==> src/rtl/fetch_unit.sv <==
// Instruction fetch stage: owns the PC and keeps one fetch outstanding to the I-cache.
// Returned words go into a small {pc, word} buffer for decode; supports redirect flush and halt-on-marker.
//
// state | meaning
// RUN   | issuing fetches while the buffer has room
// FULL  | buffer full, no request presented
// DRAIN | redirect arrived mid-request; old word still owed and will be dropped
// HALT  | marker word fetched; no requests until a redirect
module fetch_unit #(
  parameter logic [31:0] RESET_PC   = 32'h0000_0000,
  parameter int          FIFO_DEPTH = 4,
  parameter logic [31:0] HALT_WORD  = 32'hFFFF_FFFF
) (
  input  logic        clock,
  input  logic        reset,
  output logic [31:0] instructionAddress,
  output logic        req_valid,
  input  logic        resp_valid,
  input  logic [31:0] instruction,
  input  logic        redirect_valid,
  input  logic [31:0] redirect_pc,
  output logic        if_valid,
  input  logic        if_ready,
  output logic [31:0] if_instruction,
  output logic [31:0] if_pc,
  output logic        halted
);
  localparam int PTR_W = $clog2(FIFO_DEPTH);
  localparam int CNT_W = PTR_W + 1;
  localparam logic [CNT_W-1:0] DEPTH_C = CNT_W'(FIFO_DEPTH);

  localparam logic [1:0] S_RUN   = 2'd0;
  localparam logic [1:0] S_FULL  = 2'd1;
  localparam logic [1:0] S_DRAIN = 2'd2;
  localparam logic [1:0] S_HALT  = 2'd3;

  logic [1:0]       r_state, w_state_next;
  logic [31:0]      r_pc;
  logic [31:0]      r_drain_addr;
  logic [31:0]      r_buf_instr [FIFO_DEPTH];
  logic [31:0]      r_buf_pc    [FIFO_DEPTH];
  logic [PTR_W-1:0] r_rd_ptr, r_wr_ptr;
  logic [CNT_W-1:0] r_count, w_count_next;
  logic             w_complete, w_is_halt, w_push, w_pop;
  logic [31:0]      w_redirect_pc;
  logic             w_unused_pc_lsbs;

  assign w_redirect_pc    = {redirect_pc[31:2], 2'b00};
  assign w_unused_pc_lsbs = ^redirect_pc[1:0];

  assign w_complete = req_valid && resp_valid;
  assign w_is_halt  = (instruction == HALT_WORD);
  assign w_push     = w_complete && !redirect_valid && (r_state == S_RUN) && !w_is_halt;
  assign w_pop      = if_valid && if_ready && !redirect_valid;

  assign if_valid           = (r_count != '0);
  assign if_instruction     = r_buf_instr[r_rd_ptr];
  assign if_pc              = r_buf_pc[r_rd_ptr];
  assign halted             = (r_state == S_HALT);
  assign instructionAddress = (r_state == S_DRAIN) ? r_drain_addr : r_pc;

  always_comb begin
    req_valid = 1'b0;
    case (r_state)
      S_RUN:   req_valid = (r_count < DEPTH_C);
      S_DRAIN: req_valid = 1'b1;
      default: req_valid = 1'b0;
    endcase
  end

  always_comb begin
    w_count_next = r_count;
    if (redirect_valid)
      w_count_next = '0;
    else if (w_push && !w_pop)
      w_count_next = r_count + 1'b1;
    else if (!w_push && w_pop)
      w_count_next = r_count - 1'b1;
  end

  // Redirect overrides everything; DRAIN only when the cache still owes a word.
  always_comb begin
    w_state_next = r_state;
    if (redirect_valid) begin
      w_state_next = (req_valid && !resp_valid) ? S_DRAIN : S_RUN;
    end else begin
      case (r_state)
        S_RUN: begin
          if (w_complete && w_is_halt)
            w_state_next = S_HALT;
          else if (w_count_next == DEPTH_C)
            w_state_next = S_FULL;
        end
        S_FULL: begin
          if (w_count_next < DEPTH_C)
            w_state_next = S_RUN;
        end
        S_DRAIN: begin
          if (w_complete)
            w_state_next = S_RUN;
        end
        default: ;
      endcase
    end
  end

  always_ff @(posedge clock or posedge reset) begin
    if (reset) begin
      r_state      <= S_RUN;
      r_pc         <= {RESET_PC[31:2], 2'b00};
      r_drain_addr <= '0;
      r_rd_ptr     <= '0;
      r_wr_ptr     <= '0;
      r_count      <= '0;
      for (int i = 0; i < FIFO_DEPTH; i++) begin
        r_buf_instr[i] <= '0;
        r_buf_pc[i]    <= '0;
      end
    end else begin
      r_state <= w_state_next;
      r_count <= w_count_next;
      if (redirect_valid) begin
        r_pc         <= w_redirect_pc;
        r_drain_addr <= instructionAddress;
        r_rd_ptr     <= '0;
        r_wr_ptr     <= '0;
      end else begin
        if (w_push) begin
          r_buf_instr[r_wr_ptr] <= instruction;
          r_buf_pc[r_wr_ptr]    <= r_pc;
          r_wr_ptr              <= r_wr_ptr + 1'b1;
          r_pc                  <= r_pc + 32'd4;
        end
        if (w_pop)
          r_rd_ptr <= r_rd_ptr + 1'b1;
      end
    end
  end

endmodule

==> config.mk <==
export PLATFORM = sky130hd
export DESIGN_NAME = fetch_unit
export DESIGN_NICKNAME = d
export VERILOG_FILES = /design/src/rtl/fetch_unit.sv
export SDC_FILE = /design/constraint.sdc
export NUM_CORES = 1
export LEC_CHECK = 0
export BUFFER_PORTS_ARGS = -buffer_cell sky130_fd_sc_hd__buf_2
export CAP_MARGIN = 20
export CORE_AREA = 3 3 198 200
export CTS_CLUSTER_DIAMETER = 100
export DETAILED_ROUTE_END_ITERATION = 16
export DIE_AREA = 0 0 201 203
export PLACE_DENSITY = 0.54
export SYNTH_ARGS = -nofsm -noshare
export SYNTH_HDL_FRONTEND = slang
export SYNTH_SLANG_ARGS = --single-unit
==> constraint.sdc <==
create_clock -name clock -period 10.55 [get_ports clock]
set_clock_uncertainty 0.2 [all_clocks]
set_input_delay 0.5275 -clock clock [delete_from_list [all_inputs] [get_ports clock]]
set_output_delay 0.5275 -clock clock [all_outputs]
set_load 0.03 [all_outputs]
======== Yosys cells after proc, flatten, opt, wreduce, memory -nomap -nowiden ========
Index checks and enable logic that the tools add are counted.
operators by class
  $lt $le $gt $ge ......................... 5
  reductions and logical operators ........ 23
  muxes and demuxes ....................... 28
  bitwise logic cells ..................... 3
  equality and inequality tests ........... 8
  add/subtract/negate cells ............... 5
operators by type and width
  operator                                                               number
  128-bit bitwise mux                                                    2
  32-bit 2-to-1 mux                                                      8
  32-bit binary-select mux with 2-bit select                             2
  32-bit demux with 2-bit select                                         1
  32-bit by 3-bit adder with 32-bit output (second input constant)       1
  32-bit equality test (second input constant)                           1
  2-bit 2-to-1 mux                                                       10
  1-bit logical AND                                                      11
  3-bit 2-to-1 mux                                                       3
  3-bit >= comparator (second input constant)                            2
  3-bit < comparator (second input constant)                             2
  3-bit != test (second input constant)                                  2
  2-bit inverter with 3-bit output                                       2
  2-bit case mux with 3 select lines                                     1
  1-bit logical NOT                                                      5
  2-bit by 1-bit adder with 2-bit output (second input constant)         2
  2-bit equality test (second input constant)                            2
  4-bit by 2-bit != test with 1-bit output (second input constant)       1
  4-bit AND reduction                                                    1
  2-bit nonzero test                                                     2
  4-bit nonzero test                                                     1
  3-bit by 1-bit adder with 3-bit output (second input constant)         1
  3-bit equality test (second input constant)                            1
  3-bit by 1-bit < comparator with 1-bit output (second input constant)  1
  other kinds (7)                                                        7
word-level totals
  register bits ........................... 329
  logic and storage cells ................. 86

======== Longest topological paths before layout ========
Gate-level depths: netlist of the first run.
  word-level depth ........................ 16
  depth in mapped cells ................... 11
  gate-level depth less buffers ........... 9

======== Least setup slack after synthesis of the first run ========
OpenSTA, ideal clock, no wires.
  kind .................................... reg-to-output
  from .................................... register r_rd_ptr[0]
  to ...................................... output port if_instruction[10]
  setup slack ............................. 7.918 ns
  arrival ................................. 1.904 ns
  buffers on the path ..................... 2
  stages on the path, launching flop included .. 4
  cell sequence ........................... dfrtp_1 -> clkbuf_1 -> buf_1 -> mux4_2
between the ends
  cells in the longest elaborated chain, start to end .. 4
ends and longest elaborated chain
  item                                                    line  RTL
  start, declared                                         42    logic [PTR_W-1:0] r_rd_ptr, r_wr_ptr;
  start signal, assigned                                  135   r_rd_ptr <= r_rd_ptr + 1'b1;
  2-bit inverter with 3-bit output (implied by the code)  57    assign if_instruction = r_buf_instr[r_rd_ptr];
  32-bit binary-select mux with 2-bit select              57
  32-bit 2-to-1 mux (implied by the code) (2 in a row)    57
  end, declared                                           24    output logic [31:0] if_instruction,
Every way passes these cells. The select of a mux whose other input is x is not followed.

======== Worst setup path in the final report of the first run ========
  from .................................... register r_rd_ptr[0]
  to ...................................... output port if_pc[4]
between the ends
  cells in the longest elaborated chain, start to end .. 4
ends and longest elaborated chain
  item                                                    line  RTL
  2-bit inverter with 3-bit output (implied by the code)  58    assign if_pc = r_buf_pc[r_rd_ptr];
  32-bit binary-select mux with 2-bit select              58
  32-bit 2-to-1 mux (implied by the code) (2 in a row)    58
  end, declared                                           25    output logic [31:0] if_pc,
Every way passes these cells. The select of a mux whose other input is x is not followed.

==> results of run 1 <==
-- worst max-delay path: cells and delay by family (launching register included) --
kind	cells	cell delay [ns]
multiplexers	1	0.63
flip-flops	1	0.99
buffers and inverters	2	0.85
-- path summary, 6_finish.rpt --
path	from	to	slack (ns)	depth (start not counted)
worst max-delay path	r_rd_ptr[0]	if_pc[4]	6.80	3
worst min-delay path	redirect_pc[4]	r_pc[4]	0.03	3
worst max register to register	r_state[0]	r_buf_instr[113]	7.08	9
worst min register to register	r_drain_addr[24]	r_drain_addr[24]	0.28	2
max in group asynchronous	reset	r_pc[29]	7.30	5
min in group asynchronous	reset	r_buf_instr[121]	0.49	3
-- registers in the layout, summed over array words and instances (netlist names) --
name          cells
r_buf_instr     128
r_buf_pc        120
r_count           3
r_drain_addr     32
r_pc             30
r_rd_ptr          2
r_state           2
r_wr_ptr          2
-- area by class of cell --
| type | count | share of cell area |
|---|---|---|
| sequential | 319 | 0.4593 |
| multi-input combinational | 628 | 0.3727 |
| clock buffer | 60 | 0.06883 |
| timing repair buffer | 176 | 0.05409 |
| tap | 511 | 0.03675 |
| clock inverter | 7 | 0.004891 |
| inverter | 14 | 0.003452 |
-- logic make-up after synthesis --
kind of cell	after synthesis
fa+ha+maj	13
compound gates	92
buf+inv	105
mux	366
flops	319
xor+xnor	6
simple gates	149
other cells	1
-- cells in the mapped netlist (all sizes together) (13+ instances only) --
library cell / n / area, µm²
ha: 13 / 162.7
nand2: 57 / 216.5
buf: 49 / 392.9
mux2: 302 / 3405
dfrtp: 319 / 7983
nor2: 20 / 75.07
nand4: 16 / 106.4
inv: 14 / 52.55
nand3: 14 / 75.07
clkbuf: 42 / 160.1
o21ai: 36 / 180.2
mux4: 62 / 1396
-- routing by layer --
layer  wire [µm]  vias to the layer above
met5          13                        -
li1            -                     4125
met3        1774                       55
met2       17180                      204
met4         652                        2
met1       16660                     4824
-- through the flow --
step | power [µW] | utilization | hold slack (ns)
after floorplan | 3619 | - | 0.2450
after global placement | 4114 | 0.4275 | 0.2641
after detailed placement | 4166 | 0.4275 | 0.2758
after CTS | 5515 | 0.4619 | 0.0006916
after global routing | 5753 | 0.4630 | 0.02986
final | 5433 | 0.4630 | 0.02696
-- cells in the final DEF (no fill, tap or decap), drive strengths merged, types with 3 or more instances in the layout --
| cell | n |
|---|---|
| o21ai | 36 |
| dfrtp | 319 |
| nor4 | 8 |
| nand2b | 4 |
| inv | 14 |
| a31oi | 6 |
| a21boi | 3 |
| nand4 | 16 |
| mux4 | 62 |
| xnor2 | 4 |
| a221o | 10 |
| nor3 | 7 |
| o311ai | 11 |
| and2 | 12 |
| o211a | 3 |
| a21oi | 11 |
| ha | 13 |
| nand3 | 14 |
| clkinv | 5 |
| mux2 | 302 |
| nor2 | 20 |
| clkbuf | 60 |
| buf | 175 |
| nand2 | 57 |
| and3 | 4 |
-- report_power, final --
group | internal, µW | switching [µW]
Sequential | 1730 | 336
Combinational | 955 | 1080
Clock | 824 | 499
-- what timing repair did --
| item | CTS | global route |
|---|---|---|
| endpoints found under the hold margin | 100 | 0 |
| hold buffers | 1 | 0 |
| endpoints found under the setup margin | 0 | 0 |
==> impl_metrics.ini, run 1 <==
[global_route]
grt-busiest-layer = met2
first_global_vias = 9717
grt_antenna_before_repair = 1
grt-ovfl-total = 0
grt_max_degree = 103
use_met1 = 0.2507
grt_usage = 0.1795
grtUsageMet3 = 0.03672
grt_util_met2 = 0.2912
grt_pass1_wl_um = 57860

[finish]
nFillCells = 3403
area_delta_synth_final_pct = 15.62
fin_cells = 1715
seqCellArea_mm2 = 0.007990
final_area_mm2 = 0.01740
multi_input_area_mm2 = 0.006484
post_route_cells_drive_above_1_share = 0.5141
nNetsFinal = 1259
antenna-diode-count = 0

[clocking]
post_cts.repair.setup_buffers = 0
clkTransAtPathRegs_ns = 0.06
clockBufferDepth = 3
cts_tree = built
cts_num_sinks = 319
htreeDepth = 2
cts_buffers = 38
ctsRootBufferMaster = clkbuf_16
worstSkewPairLatency_ns = 0.52
cts_resized = 0

[worst_setup_path]
slowest_stage = dfrtp_4
start_kind = flip-flop
slowest_delay_ns = 0.99
crit_path_end_kind = output port
crit_path_cell_trace = buf_4 > mux4_2 > buf_2
critPathKind = flip-flop to output port
cp.arrival_ns = 3.03
crit_fanout = 36
required_ns = 9.82

[timing]
final_max_slew_viol_count = 0
rsz0062_at_grt = false
tightestPinTransition_ns = 1.085
fin_crit_ns = 3.753
setup_viol = 0
finalCritPeriodShare = 0.3557
setup_tns_ns = 0
finalWorstSetupSlack_ns = 6.797
max_slew_margin = 0.2741
hold_viol_final = 0
fmax_mhz = 266.5

[synth]
synth-xor-area-share = 0.003492
synth_area_per_cell_um2 = 14.32
synth-simple-area-share = 0.05272
async_flop_share = 1.000
synth_compound_area_frac = 0.04158
synth_top_family_by_area = multiplexers
synthAdderAreaFrac = 0.01081
ys.flop_type = dfrtp_1
ys_seq_area_frac = 0.5305
synth_cell_types = 55
synth_area_mm2 = 0.01505
synthCells = 1051
synth_edf_count = 0
yosysWarnings = 0
synth-seq-cells = 319
synthMuxAreaShare = 0.3204

[floorplanning]
die_w_um = 201
die_area_mm2 = 0.04080
start_util = 0.4004
pin_count = 168
rows = 71
core-area_mm2 = 0.03758
die_h_um = 203

[drt]
viasPerCell = 5.370
dr.first_iter.drc_count = 464
wl_um = 36280
vias = 9210
drtAntennaViolNets = 0
first_pass_iters = 4
drc = 0
wl_per_cell_um = 21.15

[placed_design]
post_dp_cell_area_mm2 = 0.01606
port_buffers = 163
place_ws_ns = 6.790
dp.cells = 1645
hpwl_um = 21630
globalplace.congestion = 0.7311

[power]
ir_drop_mv = 0.2445
leakage_uw = 0.007720
power_density_mw_per_mm2 = 312.3

[min_path]
min_path_type = input port to flip-flop

[outcome]
status = completed

[job]
maxCapViolations = 0
No activity file was read; power rests on OpenSTA's default activity.
==> inputs of run 2 (changes only) <==
- PLACE_DENSITY: 0.54 -> 0.56
- clock period: 10.55 -> 3.4 ns (I/O delays scaled with it)
==> impl_metrics.ini, run 2 (synthesized netlist as in run 1, its figures left out) <==
[drt]
first_pass_iters = 5
viasPerCell = 5.265
wl_um = 36530
dr.first_iter.drc_count = 405
vias = 9525
drc = 0
wl_per_cell_um = 20.19
drtAntennaViolNets = 0

[finish]
nNetsFinal = 1350
largest_register = r_buf_instr
area_delta_synth_final_pct = 21.73
largest_reg_flops = 128
top_regs = r_buf_instr: 128 flops, r_buf_pc: 120 flops, r_drain_addr: 32 flops
final_area_mm2 = 0.01832
post_route_cells_drive_above_1_share = 0.4958
final_common_cell = dfrtp_1
mostFrequentLayoutCells = 317 x dfrtp_1, 301 x mux2_2, 163 x buf_2

[global_route]
grt_max_degree = 69
grt_pass1_wl_um = 59000
grt-ovfl-total = 0
grt_antenna_before_repair = 1
grt_usage = 0.1818
first_global_vias = 10210

[floorplanning]
die_w_um = 201
start_util = 0.4004
die_area_mm2 = 0.04080
die_h_um = 203
core-area_mm2 = 0.03758
pin_count = 168
rows = 71

[clocking]
cts_tree = built
htreeDepth = 2
cts_resized = 0
cts_buffers = 37
ctsRootBufferMaster = clkbuf_16
cts_num_sinks = 319
clkTransAtPathRegs_ns = 0.06
clockBufferDepth = 3
post_cts.repair.setup_buffers = 0
worstSkewPairLatency_ns = 0.52

[worst_setup_path]
r2r-end = r_state[0]
crit_fanout = 37
r2r_cells = 10
required_ns = 3.60
crit_path_end_kind = flip-flop
reg2reg_setup_slack_ns = 0.53
critPathKind = flip-flop to flip-flop
cp.arrival_ns = 3.07
start_kind = flip-flop
r2r_start = r_state[0]

[power]
power_density_mw_per_mm2 = 920.4
leakage_uw = 0.008121
ir_drop_mv = 0.5505

[min_path]
holdPathEnd = r_state[1]
min_path_cells = 5
min_path_type = input port to flip-flop
min_from = resp_valid

[timing]
setup_tns_ns = 0
setup_viol = 0
final_max_slew_viol_count = 0
max_slew_margin = 0.3922
hold_viol_final = 0
rsz0062_at_grt = false
fmax_mhz = 348.3
fin_crit_ns = 2.871
finalCritPeriodShare = 0.8443
tightestPinTransition_ns = 0.9098

[placed_design]
port_buffers = 163
hpwl_um = 23600
globalplace.congestion = 0.7247
post_dp_cell_area_mm2 = 0.01641

[job]
maxCapViolations = 0

[outcome]
status = completed
[run 2: cell types whose count changed in the layout (fill, tap and decap cells not counted), moves of 2 or more]
| cell | before | now |
|---|---|---|
| buf_12 | 2 | 12 |
| bufinv_16 | 2 | 0 |
| clkbuf_8 | 10 | 12 |
| clkbuf_16 | 41 | 39 |
| buf_4 | 10 | 25 |
| dlygate4sd3_1 | 1 | 68 |
| clkinvlp_4 | 0 | 3 |
[run 2: worst max path at each step]
stage / from / endpoint / slack, ns / depth (start not counted)
floorplan: reset / r_buf_instr[0] / -1.22 / 1
global placement: r_state[0] / r_state[0] / 0.55 / 10
detailed placement: r_state[0] / r_state[0] / 0.56 / 10
CTS: r_state[0] / r_state[0] / 0.54 / 10
global route: r_state[0] / r_buf_instr[64] / 0.37 / 9
finish: r_state[0] / r_state[0] / 0.53 / 10
[run 2: critical path, cell delays in order, from the launching register on]
cell and delay, ns:
dfrtp_1 0.40, inv_1 0.13, ha_2 0.19, buf_4 0.47, inv_1 0.17, o22ai_1 0.14, a21boi_0 0.28, nor2_1 0.08
o21a_1 0.11, a32o_1 0.28, mux2_4 0.30
[run 2: power breakdown]
part           switching (µW)  total [µW]  internal (µW)
combinational            3500        6610           3110
clock                    1540        3910           2370
sequential                953        6340           5380
[run 2: repair_timing]
item	CTS	global route
hold buffers	68	0
endpoints found under the hold margin	191	0
setup endpoints to repair	0	0
[run 2: metal layers]
layer | track usage | wire, µm | share of wire
met4 | 0.03714 | 516 | 0.014
met5 | 0 | 0 | 0
met3 | 0.03030 | 1662 | 0.045
met1 | 0.2558 | 16930 | 0.46
met2 | 0.3001 | 17430 | 0.48
[run 2: final cells by class]
class | count | area [µm²]
inverter | 14 | 56.30
clock buffer | 61 | 1179
sequential | 319 | 7990
multi-input combinational | 628 | 6481
timing repair buffer | 268 | 1924
tap | 511 | 639.4
fill | 3323 | 19260
clock inverter | 7 | 43.79
antenna | 1 | 2.502
[run 2: stage by stage]
stage                     power (µW)  hold WS, ns  std cells  utilization  setup slack (ns)
after floorplan                11230      0.08153       1052            -            -1.223
after global placement         12890       0.1795       1672       0.4367            0.5546
after detailed placement       13050       0.1824       1672       0.4367            0.5594
after CTS                      17120      0.01038       1808       0.4874            0.5419
after global routing           17870      0.05631       1809       0.4874            0.3700
final                          16860      0.04094       1809       0.4874            0.5293
==> inputs of run 3 (changes only) <==
- PLACE_DENSITY: 0.56 -> 0.54
- clock period: 3.4 -> 2.84 ns (I/O delays scaled with it)
==> impl_metrics.ini, run 3 (synthesized netlist as in run 1, its figures left out) <==
[outcome]
status = completed

[worst_setup_path]
slowest_stage = dfrtp_1
crit_path_cell_trace = inv_2 > ha_2 > nand2b_1 > nand4b_1 > a21oi_2 > buf_4 > mux2i_1 > xor2_1 > a32o_2 > mux2_4
cp.arrival_ns = 2.91
critPathKind = flip-flop to flip-flop
crit_path_end_kind = flip-flop
start_kind = flip-flop
required_ns = 3.06
slowest_delay_ns = 0.40
crit_fanout = 4

[placed_design]
place_ws_ns = 0.1407
globalplace.congestion = 0.7516
hpwl_um = 23640
port_buffers = 163

[clocking]
clkTransAtPathRegs_ns = 0.06
ctsRootBufferMaster = clkbuf_16
cts_num_sinks = 319
htreeDepth = 2
cts_buffers = 38
clockBufferDepth = 3
cts_tree = built
worstSkewPairLatency_ns = 0.53

[timing]
max_slew_margin = 0.6149
rsz0062_at_grt = false
tightestPinTransition_ns = 0.5777
setup_viol = 0
setup_tns_ns = 0
final_max_slew_viol_count = 0
finalWorstSetupSlack_ns = 0.1457
fin_crit_ns = 2.694
finalCritPeriodShare = 0.9487
hold_viol_final = 0
fmax_mhz = 371.2

[drt]
drtAntennaViolNets = 0
wl_um = 37230
vias = 9563
viasPerCell = 5.269
drc = 0
first_pass_iters = 5
dr.first_iter.drc_count = 440
wl_per_cell_um = 20.51

[finish]
nFillCells = 3266
largest_register = r_buf_instr
seqCellArea_mm2 = 0.007990
largest_reg_flops = 128
top_regs = r_buf_instr: 128 flops, r_buf_pc: 120 flops, r_drain_addr: 32 flops
post_route_cells_drive_above_1_share = 0.5023
antenna-diode-count = 0
mostFrequentLayoutCells = 317 x dfrtp_1, 301 x mux2_2, 163 x buf_2
area_delta_synth_final_pct = 23.18
final_common_cell = dfrtp_1
multi_input_area_mm2 = 0.006489
nNetsFinal = 1365

[floorplanning]
start_util = 0.4004
die_h_um = 203
die_w_um = 201
pin_count = 168
rows = 71
core-area_mm2 = 0.03758
die_area_mm2 = 0.04080

[global_route]
grtUsageMet3 = 0.03591
grt-busiest-layer = met2
grt_antenna_before_repair = 1
grt_util_met2 = 0.2975
use_met1 = 0.2663
grt_pass1_wl_um = 59570
first_global_vias = 10050
grt_max_degree = 68
grt_usage = 0.1861
grt-ovfl-total = 0

[power]
p_total_uw = 20470
power_density_mw_per_mm2 = 1104
ir_drop_mv = 0.6165
leakage_uw = 0.008223

[job]
maxCapViolations = 0

[min_path]
min_path_type = input port to flip-flop
[run 3: power by group]
group	internal (µW)	total [µW]	leakage, µW	switching [µW]
Clock	2990	4840	0.000606	1840
Sequential	6450	7490	0.00405	1040
Combinational	3830	8150	0.00357	4320
[run 3: layout make-up]
cell class,count,share of cell area
sequential,319,0.4311
multi-input combinational,628,0.3501
tap,511,0.03449
clock inverter,3,0.003510
clock buffer,58,0.06312
timing repair buffer,282,0.1147
inverter,14,0.003038
[run 3: stage by stage]
| stage | cell area (µm²) | instances | hold WS (ns) | util |
|---|---|---|---|---|
| after floorplan | 15050 | 1052 | 0.05353 | - |
| after global placement | 16600 | 1686 | 0.01659 | 0.4418 |
| after detailed placement | 16600 | 1686 | 0.01363 | 0.4418 |
| after CTS | 18510 | 1814 | 0.1519 | 0.4926 |
| after global routing | 18540 | 1815 | 0.1692 | 0.4933 |
| final | 18540 | 1815 | 0.1838 | 0.4933 |
[run 3: final timing paths]
kind | slack (ns) | endpoint | cells after the start | start
min in group asynchronous | 0.58 | r_buf_pc[102] | 4 | reset
worst max-delay path | 0.15 | r_state[0] | 10 | r_state[0]
max in group asynchronous | 0.99 | r_buf_instr[94] | 6 | reset
worst min-delay path | 0.18 | r_pc[23] | 4 | redirect_pc[23]
worst max register to register | 0.15 | r_state[0] | 10 | r_state[0]
worst min register to register | 0.28 | r_drain_addr[0] | 1 | r_drain_addr[0]
[run 3: worst max-delay path, delay by kind of cell (launching register included)]
kind | cells | cell delay, ns
AO/OA/AOI/OAI | 2 | 0.50
multiplexers | 2 | 0.50
flip-flops | 1 | 0.40
AND/OR/NAND/NOR | 2 | 0.32
buffers and inverters | 2 | 0.27
adder cells (fa/ha/maj) | 1 | 0.21
XOR/XNOR | 1 | 0.20
[run 3: repair_timing]
action                                  4_1_cts  5_1_grt
hold buffers                                 67        0
buffers inserted                              0        1
hold endpoints to repair                    378        0
gates resized for setup                       0        6
endpoints found under the setup margin        0       20
[run 3: layer usage]
metal	vias up	routed length, µm
li1	4325	-
met1	4996	17670
met2	203	17420
met3	37	1629
met4	2	512
met5	-	7
